<file path="config.mk">
export PLATFORM = sky130hd
export DESIGN_NAME = flag_jump_stage_flat
export DESIGN_NICKNAME = d
export VERILOG_FILES = /design/src/rtl/flag_jump_stage_pkg.sv /design/src/rtl/flag_jump_stage_if.sv /design/src/rtl/flag_jump_stage_nz16.sv /design/src/rtl/flag_jump_stage.sv /design/src/flat_wrapper.sv
export SDC_FILE = /design/constraint.sdc
export NUM_CORES = 1
export LEC_CHECK = 0
export CAP_MARGIN = 20
export CORE_ASPECT_RATIO = 1.1
export CORE_MARGIN = 5
export CORE_UTILIZATION = 52
export DETAILED_ROUTE_END_ITERATION = 8
export PLACE_DENSITY = 0.87
export SYNTH_ARGS = -nofsm -noshare
export SYNTH_HDL_FRONTEND = slang
export SYNTH_SLANG_ARGS = --single-unit
</file>
<file path="constraint.sdc">
create_clock -name clk -period 3.22 [get_ports clk]
set_clock_uncertainty 0.05 [all_clocks]
set_input_delay 0.966 -clock clk [delete_from_list [all_inputs] [get_ports clk]]
set_output_delay 0.966 -clock clk [all_outputs]
set_load 0.05 [all_outputs]
</file>
<file path="src/rtl/flag_jump_stage_pkg.sv">
// Shared constants and helpers for the flag/jump stage: jump bit positions,
// special jump codes and the branch counter saturation value.
package flag_jump_stage_pkg;

    localparam int DATA_WIDTH = 16;

    localparam int J_GT = 0;
    localparam int J_EQ = 1;
    localparam int J_LT = 2;

    localparam logic [2:0]  JMP_NEVER  = 3'b000;
    localparam logic [2:0]  JMP_ALWAYS = 3'b111;
    localparam logic [15:0] CNT_MAX    = 16'hFFFF;

    typedef logic [2:0] jump_t;

    // Branch decision from the three condition bits and the derived flags.
    function automatic logic jump_take(input jump_t jmp, input logic zr, input logic ng);
        return (jmp[J_LT] & ng) | (jmp[J_EQ] & zr) | (jmp[J_GT] & ~zr & ~ng);
    endfunction

endpackage

</file>
<file path="src/rtl/flag_jump_stage_if.sv">
// Valid/ready bus between the ALU side, the flag/jump stage and the PC stage.
interface flag_jump_stage_if #(
    parameter int WIDTH = 16
);
    logic             in_valid;
    logic             in_ready;
    logic [WIDTH-1:0] alu_out;
    logic [2:0]       jump;
    logic             flags_we;
    logic             out_valid;
    logic             out_ready;
    logic             pc_load;

    modport master (
        output in_valid, alu_out, jump, flags_we, out_ready,
        input  in_ready, out_valid, pc_load
    );

    modport slave (
        input  in_valid, alu_out, jump, flags_we, out_ready,
        output in_ready, out_valid, pc_load
    );
endinterface

</file>
<file path="src/rtl/flag_jump_stage_nz16.sv">
// Combinational nonzero detect: OR reduction of every bit of a WIDTH-bit word.
module nz16 #(
    parameter int WIDTH = 16
) (
    input  logic [WIDTH-1:0] data,
    output logic             nonzero
);
    logic [WIDTH-1:0] chain;

    assign chain[0] = data[0];

    genvar gi;
    generate
        for (gi = 1; gi < WIDTH; gi++) begin : g_or
            assign chain[gi] = chain[gi-1] | data[gi];
        end
    endgenerate

    assign nonzero = chain[WIDTH-1];
endmodule

</file>
<file path="src/rtl/flag_jump_stage.sv">
// Two-stage status/branch pipeline: derives zr/ng from the ALU result, commits
// the flags as an entry leaves S1, and presents pc_load to the PC stage.
module flag_jump_stage
    import flag_jump_stage_pkg::*;
#(
    parameter int WIDTH = DATA_WIDTH
) (
    input  logic              clk,
    input  logic              rst,
    flag_jump_stage_if.slave  bus,
    output logic              zr_q,
    output logic              ng_q,
    output logic [15:0]       taken_cnt
);
    logic             s1_valid;
    logic [WIDTH-1:0] s1_data;
    jump_t            s1_jump;
    logic             s1_we;
    logic             s2_valid;
    logic             s2_pc_load;

    logic nonzero;
    logic zr;
    logic ng;
    logic take;
    logic s2_adv;
    logic accept;
    logic consume;

    nz16 #(.WIDTH(WIDTH)) u_nz16 (
        .data    (s1_data),
        .nonzero (nonzero)
    );

    assign zr   = ~nonzero;
    assign ng   = s1_data[WIDTH-1];
    assign take = jump_take(s1_jump, zr, ng);

    assign s2_adv       = ~s2_valid | bus.out_ready;
    assign bus.in_ready = ~s1_valid | s2_adv;
    assign accept       = bus.in_valid & bus.in_ready;

    assign bus.out_valid = s2_valid;
    assign bus.pc_load   = s2_valid & s2_pc_load;
    assign consume       = s2_valid & bus.out_ready;

    always_ff @(posedge clk or posedge rst) begin
        if (rst) begin
            s1_valid   <= 1'b0;
            s1_data    <= '0;
            s1_jump    <= JMP_NEVER;
            s1_we      <= 1'b0;
            s2_valid   <= 1'b0;
            s2_pc_load <= 1'b0;
            zr_q       <= 1'b0;
            ng_q       <= 1'b0;
            taken_cnt  <= '0;
        end else begin
            if (accept) begin
                s1_valid <= 1'b1;
                s1_data  <= bus.alu_out;
                s1_jump  <= bus.jump;
                s1_we    <= bus.flags_we;
            end else if (s2_adv) begin
                s1_valid <= 1'b0;
            end

            // Flags are architectural at the S1->S2 move, independent of when the PC stage consumes.
            if (s2_adv) begin
                s2_valid   <= s1_valid;
                s2_pc_load <= s1_valid & take;
                if (s1_valid && s1_we) begin
                    zr_q <= zr;
                    ng_q <= ng;
                end
            end

            if (consume && s2_pc_load && (taken_cnt != CNT_MAX)) begin
                taken_cnt <= taken_cnt + 16'd1;
            end
        end
    end
endmodule
</file>
<file path="src/flat_wrapper.sv">
// flat-port wrapper written by rule: the top's interface ports become plain ports
module flag_jump_stage_flat import flag_jump_stage_pkg::*;
#(
    parameter int WIDTH = DATA_WIDTH
)
  (clk, rst, zr_q, ng_q, taken_cnt, bus_in_valid, bus_alu_out, bus_jump, bus_flags_we, bus_out_ready, bus_in_ready, bus_out_valid, bus_pc_load);
  flag_jump_stage_if #(.WIDTH(WIDTH)) bus_i ();
  input  logic clk;
  input  logic rst;
  output logic zr_q;
  output logic ng_q;
  output logic [15:0] taken_cnt;
  input wire logic [$bits(bus_i.in_valid)-1:0] bus_in_valid;
  input wire logic [$bits(bus_i.alu_out)-1:0] bus_alu_out;
  input wire logic [$bits(bus_i.jump)-1:0] bus_jump;
  input wire logic [$bits(bus_i.flags_we)-1:0] bus_flags_we;
  input wire logic [$bits(bus_i.out_ready)-1:0] bus_out_ready;
  output wire logic [$bits(bus_i.in_ready)-1:0] bus_in_ready;
  output wire logic [$bits(bus_i.out_valid)-1:0] bus_out_valid;
  output wire logic [$bits(bus_i.pc_load)-1:0] bus_pc_load;
  assign bus_i.in_valid = bus_in_valid;
  assign bus_i.alu_out = bus_alu_out;
  assign bus_i.jump = bus_jump;
  assign bus_i.flags_we = bus_flags_we;
  assign bus_i.out_ready = bus_out_ready;
  assign bus_in_ready = bus_i.in_ready;
  assign bus_out_valid = bus_i.out_valid;
  assign bus_pc_load = bus_i.pc_load;
  flag_jump_stage #(.WIDTH(WIDTH)) u_core (.clk(clk), .rst(rst), .bus(bus_i), .zr_q(zr_q), .ng_q(ng_q), .taken_cnt(taken_cnt));
endmodule
</file>
Word level (Yosys, flattened, before mapping)
Index checks and enable logic that the tools add are counted.
Word-level totals
  bits in latches: 0
  input port bits: 24
  memories kept: 0
  RAM bits: 0
  logic and storage cells: 49
  bits in registers: 41
  output and inout port bits: 21
  bits in read-only memories: 0
Cells by class
  multipliers: 0
  equal/unequal tests: 1
  muxes and demuxes: 2
  reductions and logical operators: 5
  add/sub/neg operators: 1
  order comparisons: 0
  shift-type cells: 0
  bitwise gates (word level): 31
  div/mod/pow operators: 0
Operators with widths (count)
  $or 1x1->1: 19
  $add 16x1->16 const B: 1
  $ne 16x16->1 const B: 1
  $and 1x1->1: 8
  $not 1->1: 4
  $logic_and 1x1->1: 3
  $mux 1: 2
  $reduce_and 2->1: 1
  $reduce_bool 2->1: 1

Longest topological paths before layout
  depth in word-level cells: 20
  gate-level depth with buffers: 5
  mapped depth without buffers: 5

By module
From an unflattened synthesis, not the netlist that was laid out.
Unflattened totals
  cell total of the unflattened synthesis: 151
  area total of the unflattened synthesis: 1846.8 µm²
By module, submodules not included
  flag_jump_stage: sequential area each 1026.0 µm², instances 1, area an instance 1815.5 µm², cells an instance 146
  nz16: sequential area each 0.0 µm², instances 1, area an instance 31.3 µm², cells an instance 5

Least setup slack after synthesis
OpenSTA, ideal clock, no wires.
  path kind: in2out
  from: input port bus_out_ready
  to: output port bus_in_ready
  path buffers: 0
  cell stages on the path: 2
  setup slack: 0.790 ns
  arrival time: 1.414 ns
  required time: 2.204 ns
  path through: nor2b_1 nand2_1
Between the ends
  word-level cells in the longest chain between the ends: 2
RTL lines
  start: declaration: RTL line flat_wrapper.sv:17  | input wire logic [$bits(bus_i.out_ready)-1:0] bus_out_ready;
  $or 1x1->1: RTL line flag_jump_stage.sv:39  | assign s2_adv = ~s2_valid | bus.out_ready;
  $or 1x1->1: RTL line flag_jump_stage.sv:40  | assign bus.in_ready = ~s1_valid | s2_adv;
  end: declaration: RTL line flat_wrapper.sv:18  | output wire logic [$bits(bus_i.in_ready)-1:0] bus_in_ready;
No other way between the ends.

Worst setup path in the final report
Same ends and word-level chain as after synthesis.

==> reports/metrics.cfg <==
[worst_setup_path]
crit_arrival_ns=1.96
startpoint=bus_out_ready
rrSetupSlack_ns=1.33
cp_cell_sequence=clkdlybuf4s50_1, nor2b_1, nand2_1, buf_12
r2r_cells=5
rr_endpoint=u_core.taken_cnt[9]$_DFFE_PP0P_
worst_path_max_delay_cell=clkdlybuf4s50_1
critPathMaxFanout=4
worst_r2r_startpoint=u_core.taken_cnt[0]$_DFFE_PP0P_
max_stage_delay_ns=0.47
end_kind=output pin
crit_cells=4
crit_type=in -> out
path_buf_inv=2
critPathTopFamily=buffers and inverters
startpoint_type=input port
required_ns=2.20
endpoint=bus_in_ready

[cells_and_area]
area_growth_pct=31.5
antenna_cells=0
drive_above_1_share=0.233
fin_nets=217
fillers=256
final_core_util=0.709

[sta]
worst-slew-pin-transition_ns=0.513
finalHoldViolCount=0
finalCritPeriodShare=0.926
maxSlewViolCount=0
setup_viol=0
slew_headroom=0.657
fin_crit_ns=2.98
finalSetupTns_ns=0
fmax_mhz=336
grt_setup_unrepaired=no

[global_route]
track_usage=0.173
grt_pass1_wl_um=6280
grt_pass1_vias=1406
antenna_found_initial=0
grt_overflow=0
grt_max_degree=42

[power]
switching_share=0.370
p_leak_nw=0.986
p_int_mw=0.861
peakVddDrop_mv=0.448
switchingPower_mw=0.506
comb_power_share=0.320
power.density_nw_per_um2=574
seq_power_share=0.495
clockPowerShare=0.185

[yosys]
synth_area_sq_um=1810
synth.most_common_cell=dfrtp_1
synth_top_area_frac=0.567
yosys-top-cells-count=41 x dfrtp_1, 23 x mux2_2, 8 x nand2_1, 8 x xnor2_1, 7 x nand4_1
synth_area_leader_cell=dfrtp_1
synth_warnings=0
ys_async_sr_fraction=1.00
ys_types=38
syn_avg_cell_area_sq_um=12.8
ys_ff_latch=41
synth_edf_count=0
synth_cells=141
ys_seq_area_frac=0.567
syn-num-nets=166
synthFlopType=dfrtp_1
synth_area_leaders=dfrtp_1 57%, mux2_2 14%, xnor2_1 3.9%

[cts]
clk_pin_slew_ns=0.11
clock_sinks=41
cts_resized=0
htreeDepth=2
cts_tree=built
clk_latency_ns=0.35
clockBufferDepth=2
cts-root-buf=clkbuf_4
cts_buffers=5
ctsHoldBuffers=0
post_cts_buffers=0

[detailed_routing]
drc=0
finalWirelength_um=3640
wl_per_cell_um=15.1
first_iter_violations=65
ant_nets=0
dr_total_vias=1265
dr.pass1.iters=4
via_per_inst=5.25

[die]
initial_core_util=0.539
die_area_sq_um=4760
dieWidth_um=66.3
pin_count=45
core-area_sq_um=3360
fp-row-count=22
dieHeight_um=71.9

[placed_design]
dp_hpwl_um=2790
io_buffers=44
gp_congestion=0.918

[hold_path]
min_path_type=reg -> reg

[outcome]
status=complete, no violations

[flow_run]
max_cap_viol_count=0

## routing by layer
layer	global-route usage	vias up	part of all wire
met5	0	-	0
li1	-	612	-
met2	0.301	48	0.51
met4	0.0767	0	0.013
met3	0.0611	5	0.072
met1	0.185	600	0.41
## layout make-up
| class | count | area, sq um | area share |
|---|---|---|---|
| well taps | 48 | 60.1 | 0.0252 |
| inverters | 3 | 11.3 | 0.00473 |
| flip-flops and latches | 41 | 1030 | 0.431 |
| multi-input cells | 95 | 763 | 0.321 |
| clock buffers | 5 | 37.5 | 0.0158 |
| repair buffers | 46 | 465 | 0.195 |
| clock inverters | 3 | 17.5 | 0.00736 |
## worst min-delay path by stage
stage,cells after the start,from,end
final,1,u_core.taken_cnt[7]$_DFFE_PP0P_,u_core.taken_cnt[7]$_DFFE_PP0P_
after CTS,2,u_core.zr_q$_DFFE_PP0P_,u_core.zr_q$_DFFE_PP0P_
after floorplan,1,u_core.s1_jump[0]$_DFFE_PP0P_,u_core.s1_jump[0]$_DFFE_PP0P_
after global placement,1,u_core.s1_jump[0]$_DFFE_PP0P_,u_core.s1_jump[0]$_DFFE_PP0P_
after global routing,2,u_core.zr_q$_DFFE_PP0P_,u_core.zr_q$_DFFE_PP0P_
after detailed placement,2,u_core.zr_q$_DFFE_PP0P_,u_core.zr_q$_DFFE_PP0P_
## stage by stage
stage	setup slack [ns]	power, mW	std cells	hold WS (ns)	instance area, sq um
floorplan	0.790	0.957	141	0.421	1810
global placement	0.258	1.11	233	0.434	2330
detailed placement	0.260	1.12	233	0.430	2330
CTS	0.247	1.38	241	0.463	2380
global route	0.173	1.45	241	0.474	2380
finish	0.240	1.37	241	0.460	2380
## placed cells by master, fill, tap and decap left out, types with 2 or more instances in the layout
cell type	count
clkdlybuf4s50_1	43
dfrtp_1	41
mux2_2	23
nand2_1	8
xnor2_1	8
nand4_1	7
nand3_1	5
clkbuf_4	5
nor2_1	4
nor4_1	4
inv_1	3
nand2b_1	3
and4_4	2
xor2_1	2
nor3_1	2
and2_1	2
nor2b_1	2
o21ai_0	2
clkinv_2	2
buf_4	2
## sequential cells by signal, summed over array words and instances (netlist names)
name and count:
u_core.s1_valid 1, u_core.bus.out_valid 1, u_core.s1_data 16, u_core.s2_pc_load 1
u_core.s1_jump 3, u_core.ng_q 1, u_core.zr_q 1, u_core.taken_cnt 16
u_core.s1_we 1
## power groups by stage
stage / logic [mW] / clock network, mW / registers, mW
2_1_floorplan: 0.147 / 0 / 0.810
3_3_place_gp: 0.426 / 0 / 0.680
3_5_place_dp: 0.439 / 0 / 0.685
4_1_cts: 0.443 / 0.263 / 0.675
5_1_grt: 0.467 / 0.289 / 0.690
6_report: 0.437 / 0.254 / 0.677
## logic make-up after synthesis
logic type	synth area share
AOI/OAI and AO/OA	0.0380
DFF	0.567
muxes	0.149
adders and majority gates	0.00691
and+or+nand+nor	0.171
xor gates and xnor gates	0.0574
buffers and inverters	0.0117
(Power assumes the default switching activity.)
